==> src/rtl/stickman_pkg.sv <==
// stickman_pkg: definitions shared across the stickman runner blocks.
//   - One-hot game status codes driven by game_logic.
//   - Keyboard scancodes the game reacts to.
//   - State encoding of the scroll scheduler.
package stickman_pkg;

  localparam logic [3:0] ST_WAIT = 4'b1000;
  localparam logic [3:0] ST_PLAY = 4'b0100;
  localparam logic [3:0] ST_WIN  = 4'b0010;
  localparam logic [3:0] ST_LOSE = 4'b0001;

  localparam logic [7:0] KEY_SPACE = 8'h2c;
  localparam logic [7:0] KEY_P     = 8'h13;

  typedef enum logic [2:0] {
    IDLE,
    RUN,
    PAUSED,
    DONE,
    FROZEN
  } sched_state_t;

endpackage

==> src/rtl/scroll_scheduler_if.sv <==
// scroll_scheduler_if: scroll state published by the scheduler.
//   frame_counter [11:0] world scroll position
//   scroll_speed  [3:0]  current speed in pixels/frame
//   frame_tick           one-Clk pulse per new frame
//   paused               high while the game is paused
//   level_done           high while the level end has been reached
// master: the scheduler (drives everything); slave: game_logic/background.
interface scroll_scheduler_if;

  logic [11:0] frame_counter;
  logic [3:0]  scroll_speed;
  logic        frame_tick;
  logic        paused;
  logic        level_done;

  modport master (
    output frame_counter,
    output scroll_speed,
    output frame_tick,
    output paused,
    output level_done
  );

  modport slave (
    input frame_counter,
    input scroll_speed,
    input frame_tick,
    input paused,
    input level_done
  );

endinterface

==> src/rtl/rise_detect.sv <==
// rise_detect: registered rising-edge pulse generator.
//   Clk     in   system clock
//   Reset_n in   asynchronous active-low reset
//   din     in   level to watch (synchronous to Clk)
//   pulse   out  high for one Clk after a 0->1 change of din is sampled
module rise_detect (
  input  logic Clk,
  input  logic Reset_n,
  input  logic din,
  output logic pulse
);

  logic prev;

  always_ff @(posedge Clk or negedge Reset_n) begin
    if (!Reset_n) begin
      prev  <= 1'b0;
      pulse <= 1'b0;
    end else begin
      prev  <= din;
      pulse <= din & ~prev;
    end
  end

endmodule

==> src/rtl/scroll_scheduler.sv <==
// scroll_scheduler: sequences world scrolling for the stickman runner.
//   Clk        in   50 MHz system clock
//   Reset_n    in   asynchronous active-low reset
//   frame_clk  in   ~60 Hz new-frame level, synchronous to Clk
//   keycode    in   last received key
//   status     in   one-hot game status {wait, play, win, lose}
//   bus        out  scroll_scheduler_if.master: frame_counter, scroll_speed,
//                   frame_tick, paused, level_done (all registered)
module scroll_scheduler
  import stickman_pkg::*;
#(
  parameter logic [11:0] LEVEL_LEN   = 12'd3600,
  parameter logic [3:0]  SPEED_INIT  = 4'd1,
  parameter logic [3:0]  SPEED_MAX   = 4'd6,
  parameter logic [9:0]  RAMP_FRAMES = 10'd600,
  parameter logic [7:0]  PAUSE_KEY   = KEY_P
) (
  input  logic                Clk,
  input  logic                Reset_n,
  input  logic                frame_clk,
  input  logic [7:0]          keycode,
  input  logic [3:0]          status,
  scroll_scheduler_if.master  bus
);

  sched_state_t state;
  logic [11:0]  counter;
  logic [3:0]   speed;
  logic [9:0]   ramp;
  logic         paused_q;
  logic         done_q;
  logic         frame_tick;
  logic         pause_press;
  logic         key_match;
  logic         status_ok;
  logic [12:0]  sum;
  logic [3:0]   speed_next;

  assign key_match = (keycode == PAUSE_KEY);

  rise_detect u_frame_edge (
    .Clk     (Clk),
    .Reset_n (Reset_n),
    .din     (frame_clk),
    .pulse   (frame_tick)
  );

  rise_detect u_pause_edge (
    .Clk     (Clk),
    .Reset_n (Reset_n),
    .din     (key_match),
    .pulse   (pause_press)
  );

  // Anything that is not exactly one status bit freezes the scheduler in place.
  assign status_ok = (status == ST_WAIT) || (status == ST_PLAY) ||
                     (status == ST_WIN)  || (status == ST_LOSE);

  // 13-bit sum so the level-end compare cannot be fooled by a 12-bit wrap.
  assign sum        = {1'b0, counter} + {9'd0, speed};
  assign speed_next = (speed >= SPEED_MAX) ? SPEED_MAX : speed + 4'd1;

  // Status is decoded ahead of the per-state logic so a status change always
  // beats a frame tick or pause press landing on the same Clk.
  always_ff @(posedge Clk or negedge Reset_n) begin
    if (!Reset_n) begin
      state    <= IDLE;
      counter  <= 12'd0;
      speed    <= SPEED_INIT;
      ramp     <= 10'd0;
      paused_q <= 1'b0;
      done_q   <= 1'b0;
    end else if (status == ST_WAIT) begin
      state    <= IDLE;
      counter  <= 12'd0;
      speed    <= SPEED_INIT;
      ramp     <= 10'd0;
      paused_q <= 1'b0;
      done_q   <= 1'b0;
    end else if (status_ok) begin
      case (state)
        IDLE: begin
          if (status == ST_PLAY) state <= RUN;
        end
        RUN: begin
          if (status != ST_PLAY) begin
            state <= FROZEN;
          end else if (pause_press) begin
            state    <= PAUSED;
            paused_q <= 1'b1;
          end else if (frame_tick) begin
            if (sum >= {1'b0, LEVEL_LEN}) begin
              counter <= LEVEL_LEN;
              state   <= DONE;
              done_q  <= 1'b1;
            end else begin
              counter <= counter + {8'd0, speed};
              if (ramp == RAMP_FRAMES - 10'd1) begin
                ramp  <= 10'd0;
                speed <= speed_next;
              end else begin
                ramp <= ramp + 10'd1;
              end
            end
          end
        end
        PAUSED: begin
          if (status != ST_PLAY) begin
            state    <= FROZEN;
            paused_q <= 1'b0;
          end else if (pause_press) begin
            state    <= RUN;
            paused_q <= 1'b0;
          end
        end
        DONE: begin
          if (status != ST_PLAY) begin
            state  <= FROZEN;
            done_q <= 1'b0;
          end
        end
        FROZEN: begin
          done_q <= 1'b0;
        end
        default: state <= IDLE;
      endcase
    end
  end

  assign bus.frame_counter = counter;
  assign bus.scroll_speed  = speed;
  assign bus.frame_tick    = frame_tick;
  assign bus.paused        = paused_q;
  assign bus.level_done    = done_q;

endmodule

==> src/flat_wrapper.sv <==
// flat-port wrapper written by rule: the top's interface ports become plain ports
module scroll_scheduler_flat import stickman_pkg::*;
#(
  parameter logic [11:0] LEVEL_LEN   = 12'd3600,
  parameter logic [3:0]  SPEED_INIT  = 4'd1,
  parameter logic [3:0]  SPEED_MAX   = 4'd6,
  parameter logic [9:0]  RAMP_FRAMES = 10'd600,
  parameter logic [7:0]  PAUSE_KEY   = KEY_P
)
  (Clk, Reset_n, frame_clk, keycode, status, bus_frame_counter, bus_scroll_speed, bus_frame_tick, bus_paused, bus_level_done);
  scroll_scheduler_if bus_i ();
  input  logic Clk;
  input  logic Reset_n;
  input  logic frame_clk;
  input  logic [7:0] keycode;
  input  logic [3:0] status;
  output wire logic [$bits(bus_i.frame_counter)-1:0] bus_frame_counter;
  output wire logic [$bits(bus_i.scroll_speed)-1:0] bus_scroll_speed;
  output wire logic [$bits(bus_i.frame_tick)-1:0] bus_frame_tick;
  output wire logic [$bits(bus_i.paused)-1:0] bus_paused;
  output wire logic [$bits(bus_i.level_done)-1:0] bus_level_done;
  assign bus_frame_counter = bus_i.frame_counter;
  assign bus_scroll_speed = bus_i.scroll_speed;
  assign bus_frame_tick = bus_i.frame_tick;
  assign bus_paused = bus_i.paused;
  assign bus_level_done = bus_i.level_done;
  scroll_scheduler #(.LEVEL_LEN(LEVEL_LEN), .SPEED_INIT(SPEED_INIT), .SPEED_MAX(SPEED_MAX), .RAMP_FRAMES(RAMP_FRAMES), .PAUSE_KEY(PAUSE_KEY)) u_core (.Clk(Clk), .Reset_n(Reset_n), .frame_clk(frame_clk), .keycode(keycode), .status(status), .bus(bus_i));
endmodule
==> config.mk <==
export PLATFORM = sky130hd
export DESIGN_NAME = scroll_scheduler_flat
export DESIGN_NICKNAME = d
export VERILOG_FILES = /design/src/rtl/stickman_pkg.sv /design/src/rtl/scroll_scheduler_if.sv /design/src/rtl/rise_detect.sv /design/src/rtl/scroll_scheduler.sv /design/src/flat_wrapper.sv
export SDC_FILE = /design/constraint.sdc
export NUM_CORES = 1
export LEC_CHECK = 0
export CAP_MARGIN = 20
export CORE_MARGIN = 1.5
export CORE_UTILIZATION = 45
export DETAILED_ROUTE_END_ITERATION = 8
export PLACE_DENSITY = 0.71
export SYNTH_ARGS = -nofsm -noshare
export SYNTH_HDL_FRONTEND = slang
export SYNTH_SLANG_ARGS = --single-unit
==> constraint.sdc <==
create_clock -name Clk -period 2.9 [get_ports Clk]
set_input_delay 0.87 -clock Clk [delete_from_list [all_inputs] [get_ports Clk]]
set_output_delay 0.87 -clock Clk [all_outputs]
set_load 0.01 [all_outputs]
# Word level (Yosys, flattened, before mapping)
# Index checks and enable logic that the tools add are counted.
dict set report classes {
  addsub 4
  multipliers 0
  n_div 0
  n_lt_le_gt_ge 2
  eq_ne 25
  shifts 0
  n_mux 50
  n_bitwise 4
  n_reduce_logical 16
}
# operator count
set op_table {}
lappend op_table {{12-bit two-way mux} 7}
lappend op_table {{10-bit two-way mux} 8}
lappend op_table {{4-bit two-way mux} 9}
lappend op_table {{3-bit two-way mux} 10}
lappend op_table {{7-bit AND reduction} 3}
lappend op_table {{3-bit one-hot mux with 5 select lines} 1}
lappend op_table {{12-bit by 4-bit adder with 13-bit output} 1}
lappend op_table {{13-bit by 12-bit >= comparator with 1-bit output (second input constant)} 1}
lappend op_table {{1-bit two-way mux} 13}
lappend op_table {{12-bit by 4-bit adder with 12-bit output} 1}
lappend op_table {{3-bit by 2-bit inequality test with 1-bit output (second input constant)} 4}
lappend op_table {{10-bit by 1-bit adder with 10-bit output (second input constant)} 1}
lappend op_table {{10-bit equality test (second input constant)} 1}
lappend op_table {{5-bit AND reduction} 2}
lappend op_table {{3-bit by 1-bit inequality test with 1-bit output (second input constant)} 3}
lappend op_table {{8-bit by 5-bit equality test with 1-bit output (second input constant)} 1}
lappend op_table {{2-bit by 1-bit inequality test with 1-bit output (second input constant)} 4}
lappend op_table {{2-bit nonzero test} 4}
lappend op_table {{3-bit by 2-bit equality test with 1-bit output (second input constant)} 2}
lappend op_table {{6-bit AND reduction} 1}
lappend op_table {{5-bit by 2-bit inequality test with 1-bit output (second input constant)} 1}
lappend op_table {{5-bit by 3-bit inequality test with 1-bit output (second input constant)} 1}
lappend op_table {{4-bit by 1-bit adder with 4-bit output (second input constant)} 1}
lappend op_table {{4-bit by 1-bit equality test with 1-bit output (second input constant)} 1}
lappend op_table {{16 further kinds} 20}
dict set report word_totals {
  ff_bits 35
  latch_bits 0
  ramBits 0
  romBits 0
  in_bits 15
  out_inout_bits 19
  memories 0
}

# Logic depth before layout (Yosys ltp)
dict set report logic_depth {
  word_depth 10
  depth_mapped 12
  depth_no_buf 10
}

# Modules after synthesis
# A second synthesis with hierarchy kept.
dict set report unflattened {
  hier_cells 296
  hier_area_um2 2553.7
}
# module n_inst cells_per_inst area_each_um2
set modules_own_cells {}
lappend modules_own_cells {scroll_scheduler 1 290 2426.1}
lappend modules_own_cells {rise_detect 2 3 63.8}

# Worst setup path after synthesis
# Ideal clock, no wire load.
dict set report synth_timing {
  kind {register to register}
  startpoint {register u_core.speed[0] (netlist: u_core.bus.scroll_speed[0])}
  endpoint {register u_core.ramp[0]}
  setup_ns 0.079
  arrival_ns 2.965
  path_slack_ns -0.144
  path_stages_with_launch 13
  synth_period_minus_slack_ns 3.044
  path_cell_list {dfstp_2 -> ha_1 -> inv_1 -> fa_1 -> and2b_1 -> o21a_1 -> nor4_1 -> o32a_1 -> or3_1 -> buf_6 -> nand2_1 -> buf_6 -> mux2i_1}
}
dict set report synth_via {
  elab_chain_cells 4
}
# element line_no
set synth_rtl {}
lappend synth_rtl {{start: declaration} scroll_scheduler.sv:28} ;# logic [3:0] speed;
lappend synth_rtl {{start signal: assignment} scroll_scheduler.sv:100} ;# speed <= speed_next;
lappend synth_rtl {{12-bit by 4-bit adder with 13-bit output} scroll_scheduler.sv:60} ;# assign sum = {1'b0, counter} + {9'd0, speed};
lappend synth_rtl {{13-bit by 12-bit >= comparator with 1-bit output} scroll_scheduler.sv:92} ;# if (sum >= {1'b0, LEVEL_LEN}) begin
lappend synth_rtl {{2-bit by 1-bit inequality test with 1-bit output (no source line)} --}
lappend synth_rtl {{6-bit AND reduction (no source line)} --}
lappend synth_rtl {{end signal: assignment} scroll_scheduler.sv:102} ;# ramp <= ramp + 10'd1;
lappend synth_rtl {{end: declaration} scroll_scheduler.sv:29} ;# logic [9:0] ramp;
# No other way between the ends.
# A chain may end at the register's enable or synchronous reset.

# Worst setup path after layout
dict set report layout_timing {
  startpoint {register u_core.speed[0] (netlist: u_core.bus.scroll_speed[0])}
  endpoint {register u_core.counter[5] (netlist: u_core.bus.frame_counter[5])}
}
dict set report layout_via {
  elab_chain_cells 9
  elab_cells_between_ends 10
  cone_classes {add/sub (2); order compare (1); mux (7)}
}
# element line_no
set layout_rtl {}
lappend layout_rtl {{12-bit by 4-bit adder with 13-bit output} scroll_scheduler.sv:60}
lappend layout_rtl {{13-bit by 12-bit >= comparator with 1-bit output} scroll_scheduler.sv:92}
lappend layout_rtl {{12-bit two-way mux *} scroll_scheduler.sv:92}
lappend layout_rtl {{12-bit two-way mux *} scroll_scheduler.sv:91} ;# end else if (frame_tick) begin
lappend layout_rtl {{12-bit two-way mux *} scroll_scheduler.sv:88} ;# end else if (pause_press) begin
lappend layout_rtl {{12-bit two-way mux *} scroll_scheduler.sv:86} ;# if (status != ST_PLAY) begin
lappend layout_rtl {{12-bit two-way mux *} scroll_scheduler.sv:81} ;# case (state)
lappend layout_rtl {{12-bit two-way mux *} scroll_scheduler.sv:80} ;# end else if (status_ok) begin
lappend layout_rtl {{12-bit two-way mux *} scroll_scheduler.sv:73} ;# end else if (status == ST_WAIT) begin
lappend layout_rtl {{end signal: assignment} scroll_scheduler.sv:97} ;# counter <= counter + {8'd0, speed};
lappend layout_rtl {{end: declaration} scroll_scheduler.sv:27} ;# logic [11:0] counter;
# Every way passes the cells marked *; elsewhere a longest branch is shown, timed or not. The select of a mux whose other input is x is not followed.

==> out/metrics.cfg <==
[status]
status = finished, final reports clean

[routing]
drt-total-wl_um = 6090
antenna_left = 0
post-route-drc-count = 0
via_per_inst = 5.73
num_vias = 2348
dr.pass1.iters = 4
wl_per_cell_um = 14.8
drt-initial-drc-count = 145

[pwr]
swShare_pct = 28.5
p_leak_nw = 1.37
powerDensity_nw_per_um2 = 343
ir_worst_vdd_v = 0.000265
p_sw_mw = 0.318
pwr-share-comb_pct = 18.2
fin_total_pwr_mw = 1.12
seq_power_share_pct = 50.5
internal_power_mw = 0.797
pwr-share-clk_pct = 31.3

[logic_synthesis]
synth-xor-area-share_pct = 0.741
synth_top_family_by_area = simple AND/OR/NAND/NOR gates
yosys.area_share.adder_pct = 4.55
synthMuxAreaShare_pct = 0.847
synth_compound_area_share_pct = 23.1
ys_warn_count = 0
avgSynthCellArea_um2 = 8.75
syn_inst = 270
synth-edff-count = 0
synthSimpleGateAreaFrac_pct = 29.0
synth_most_common_cell = dfrtp_1
synth-async-reset-ratio_pct = 100
synth_commonest_cells = dfrtp_1 (34), o21ai_0 (29), nand2_1 (27)
seq_area_frac_synth_pct = 37.1
synth_nets = 293
synth.cell_area_um2 = 2360
synth_cell_types = 63
synth_top_cell_by_area = dfrtp_1
netlist_top_cells_area = dfrtp_1 (36%), o21ai_0 (6.1%), nand2_1 (4.3%)
ys_seq_elements = 35
synth_top_area_share_pct = 36.0
synth_ff_type = dfrtp_1

[die]
num_io_pins = 34
dieArea_um2 = 5700
start_util_pct = 46.6
die_y_um = 75.5
rows = 26
fp.dieW_um = 75.5
core_area_um2 = 5070

[timing]
max_freq_mhz = 350
slew_viol_final = 0
setup_viol = 0
min_period_over_period_pct = 98.6
skew_ps = 2.99
worst-slew-pin-transition_ps = 529
slew_headroom_pct = 64.6
rsz0062_at_grt = true
whs_ps = 396
fin_tns_setup_ps = 0
hold_violations = 0
period_minus_slack_ps = 2860

[layout]
final-seq-area_um2 = 877
design_area_um2 = 3260
drive_gt1_share_pct = 25.0
final_util_pct = 64.2
diodes = 0
fill_cells = 435
num-nets-final = 362
multi_input_area_um2 = 1480
syn_to_final_growth_pct = 37.7

[cts]
clock_latency_ps = 290
numCtsBuffers = 5
cts_max_path_buffers = 2
h-tree-depth = 2
cts_root_buf = clkbuf_8
clk_pin_slew_worst_paths_ps = 70
hold_buffers = 0
cts_tree = yes
cts_sinks = 35

[placed_design]
gp_congestion = 0.875
port_buffers = 33
dp_hpwl_um = 4380
placed_area_um2 = 3060

[critical_path]
crit_fanout = 4
cp_data_arrival_time_ps = 3020
criticalPathCategory = reg -> reg
cp-end-kind = register
required_ps = 3060
startpoint_type = register

[global_routing]
grt_remaining_overflow = 0
grt_pass1_vias = 2130
grt_pass1_wl_um = 10000
grt_max_degree = 36
antenna_found_initial = 0
grt_use_total_pct = 22.7

[job]
cap_violations = 0

[worst_hold_path]
hold_class = reg -> reg

-- final cells by class --
type | count | area share (%)
Clock inverter | 1 | 0.154
Inverter | 8 | 0.922
Clock buffer | 7 | 2.34
Timing Repair Buffer | 76 | 21.4
Multi-Input combinational cell | 213 | 45.5
Sequential cell | 35 | 26.9
Tap cell | 70 | 2.69
-- per-layer routing --
layer	up-vias	routed length [um]	global-route usage, %
met2	51	2920	35.9
met5	-	0	0
li1	1163	-	-
met3	5	200	4.63
met1	1129	2920	32.4
met4	0	45	4.56
-- repair_timing --
item,CTS,global route
pin swaps,0,1
hold endpoints to repair,0,0
gates resized for setup,3,20
buffers inserted,0,1
endpoints found under the setup margin,10,25
-- power groups by stage --
stage	combinational [mW]	sequential (mW)	clock (mW)
after floorplan	0.125	0.543	0
after CTS	0.198	0.560	0.355
after global routing	0.230	0.569	0.375
final	0.203	0.563	0.349
after global placement	0.193	0.568	0
after detailed placement	0.197	0.570	0
-- kinds of logic (layout without fill, tap and decap cells) --
| logic type | Yosys count | count (layout) |
|---|---|---|
| AOI/OAI and AO/OA | 84 | 84 |
| adders and majority gates | 8 | 8 |
| buffers and inverters | 22 | 92 |
| DFF | 35 | 35 |
| and+or+nand+nor | 117 | 117 |
| muxes | 2 | 2 |
| xor gates and xnor gates | 2 | 2 |
-- final timing paths --
check                                                   end  slack (ps)  cells past startpoint                       start
worst max-delay path            u_core.bus.frame_counter[5]          40                     11  u_core.bus.scroll_speed[0]
worst min-delay path              u_core.u_frame_edge.pulse         400                      1    u_core.u_frame_edge.prev
worst max register to register  u_core.bus.frame_counter[5]          40                     11  u_core.bus.scroll_speed[0]
worst min register to register    u_core.u_frame_edge.pulse         400                      1    u_core.u_frame_edge.prev
max in group asynchronous        u_core.bus.scroll_speed[0]        1560                      2                     Reset_n
min in group asynchronous       u_core.bus.frame_counter[2]         990                      2                     Reset_n
-- state kept, by name, indices dropped and copies added, names as in the netlist --
signal / count
u_core.bus.frame_counter: 12
u_core.bus.level_done: 1
u_core.bus.paused: 1
u_core.bus.scroll_speed: 4
u_core.ramp: 10
u_core.state: 3
u_core.u_frame_edge.prev: 1
u_core.u_frame_edge.pulse: 1
u_core.u_pause_edge.prev: 1
u_core.u_pause_edge.pulse: 1
-- critical path, cell delays in order, from the launching register on --
cell and delay, ps:
dfstp_2 550, ha_4 130, inv_2 40, fa_2 360, and2b_2 250, o21a_1 130
nor4_1 50, o32a_1 380, or3_4 440, buf_6 150, a31oi_2 140, o22ai_1 110
-- cells in the final DEF (no fill, tap or decap), types with 3 or more instances in the layout --
cell             count
a21oi_1              8
a31oi_1              5
and3_1               6
buf_12               3
buf_4               38
clkbuf_8             5
clkdlybuf4s50_1     33
dfrtp_1             34
ha_1                 6
inv_1                7
nand2_1             26
nand2b_1             4
nand3_1              6
nand4_1              5
nor2_1              10
nor2_2               3
nor2b_1              7
nor3_1               9
nor3b_1              3
nor4_1               3
nor4b_1              3
o211ai_1             7
o21a_1               4
o21ai_0             26
o21ai_1              4
o31ai_1              6
or2_2                4
or4_1                3
-- stage by stage --
step / cells / setup WS, ps
after detailed placement: 401 / -309
final: 410 / 40.3
after global placement: 401 / -220
after floorplan: 270 / 4.90
after CTS: 409 / 1.94
after global routing: 410 / -52.5
Note: power is estimated with default switching activity, not from simulation.
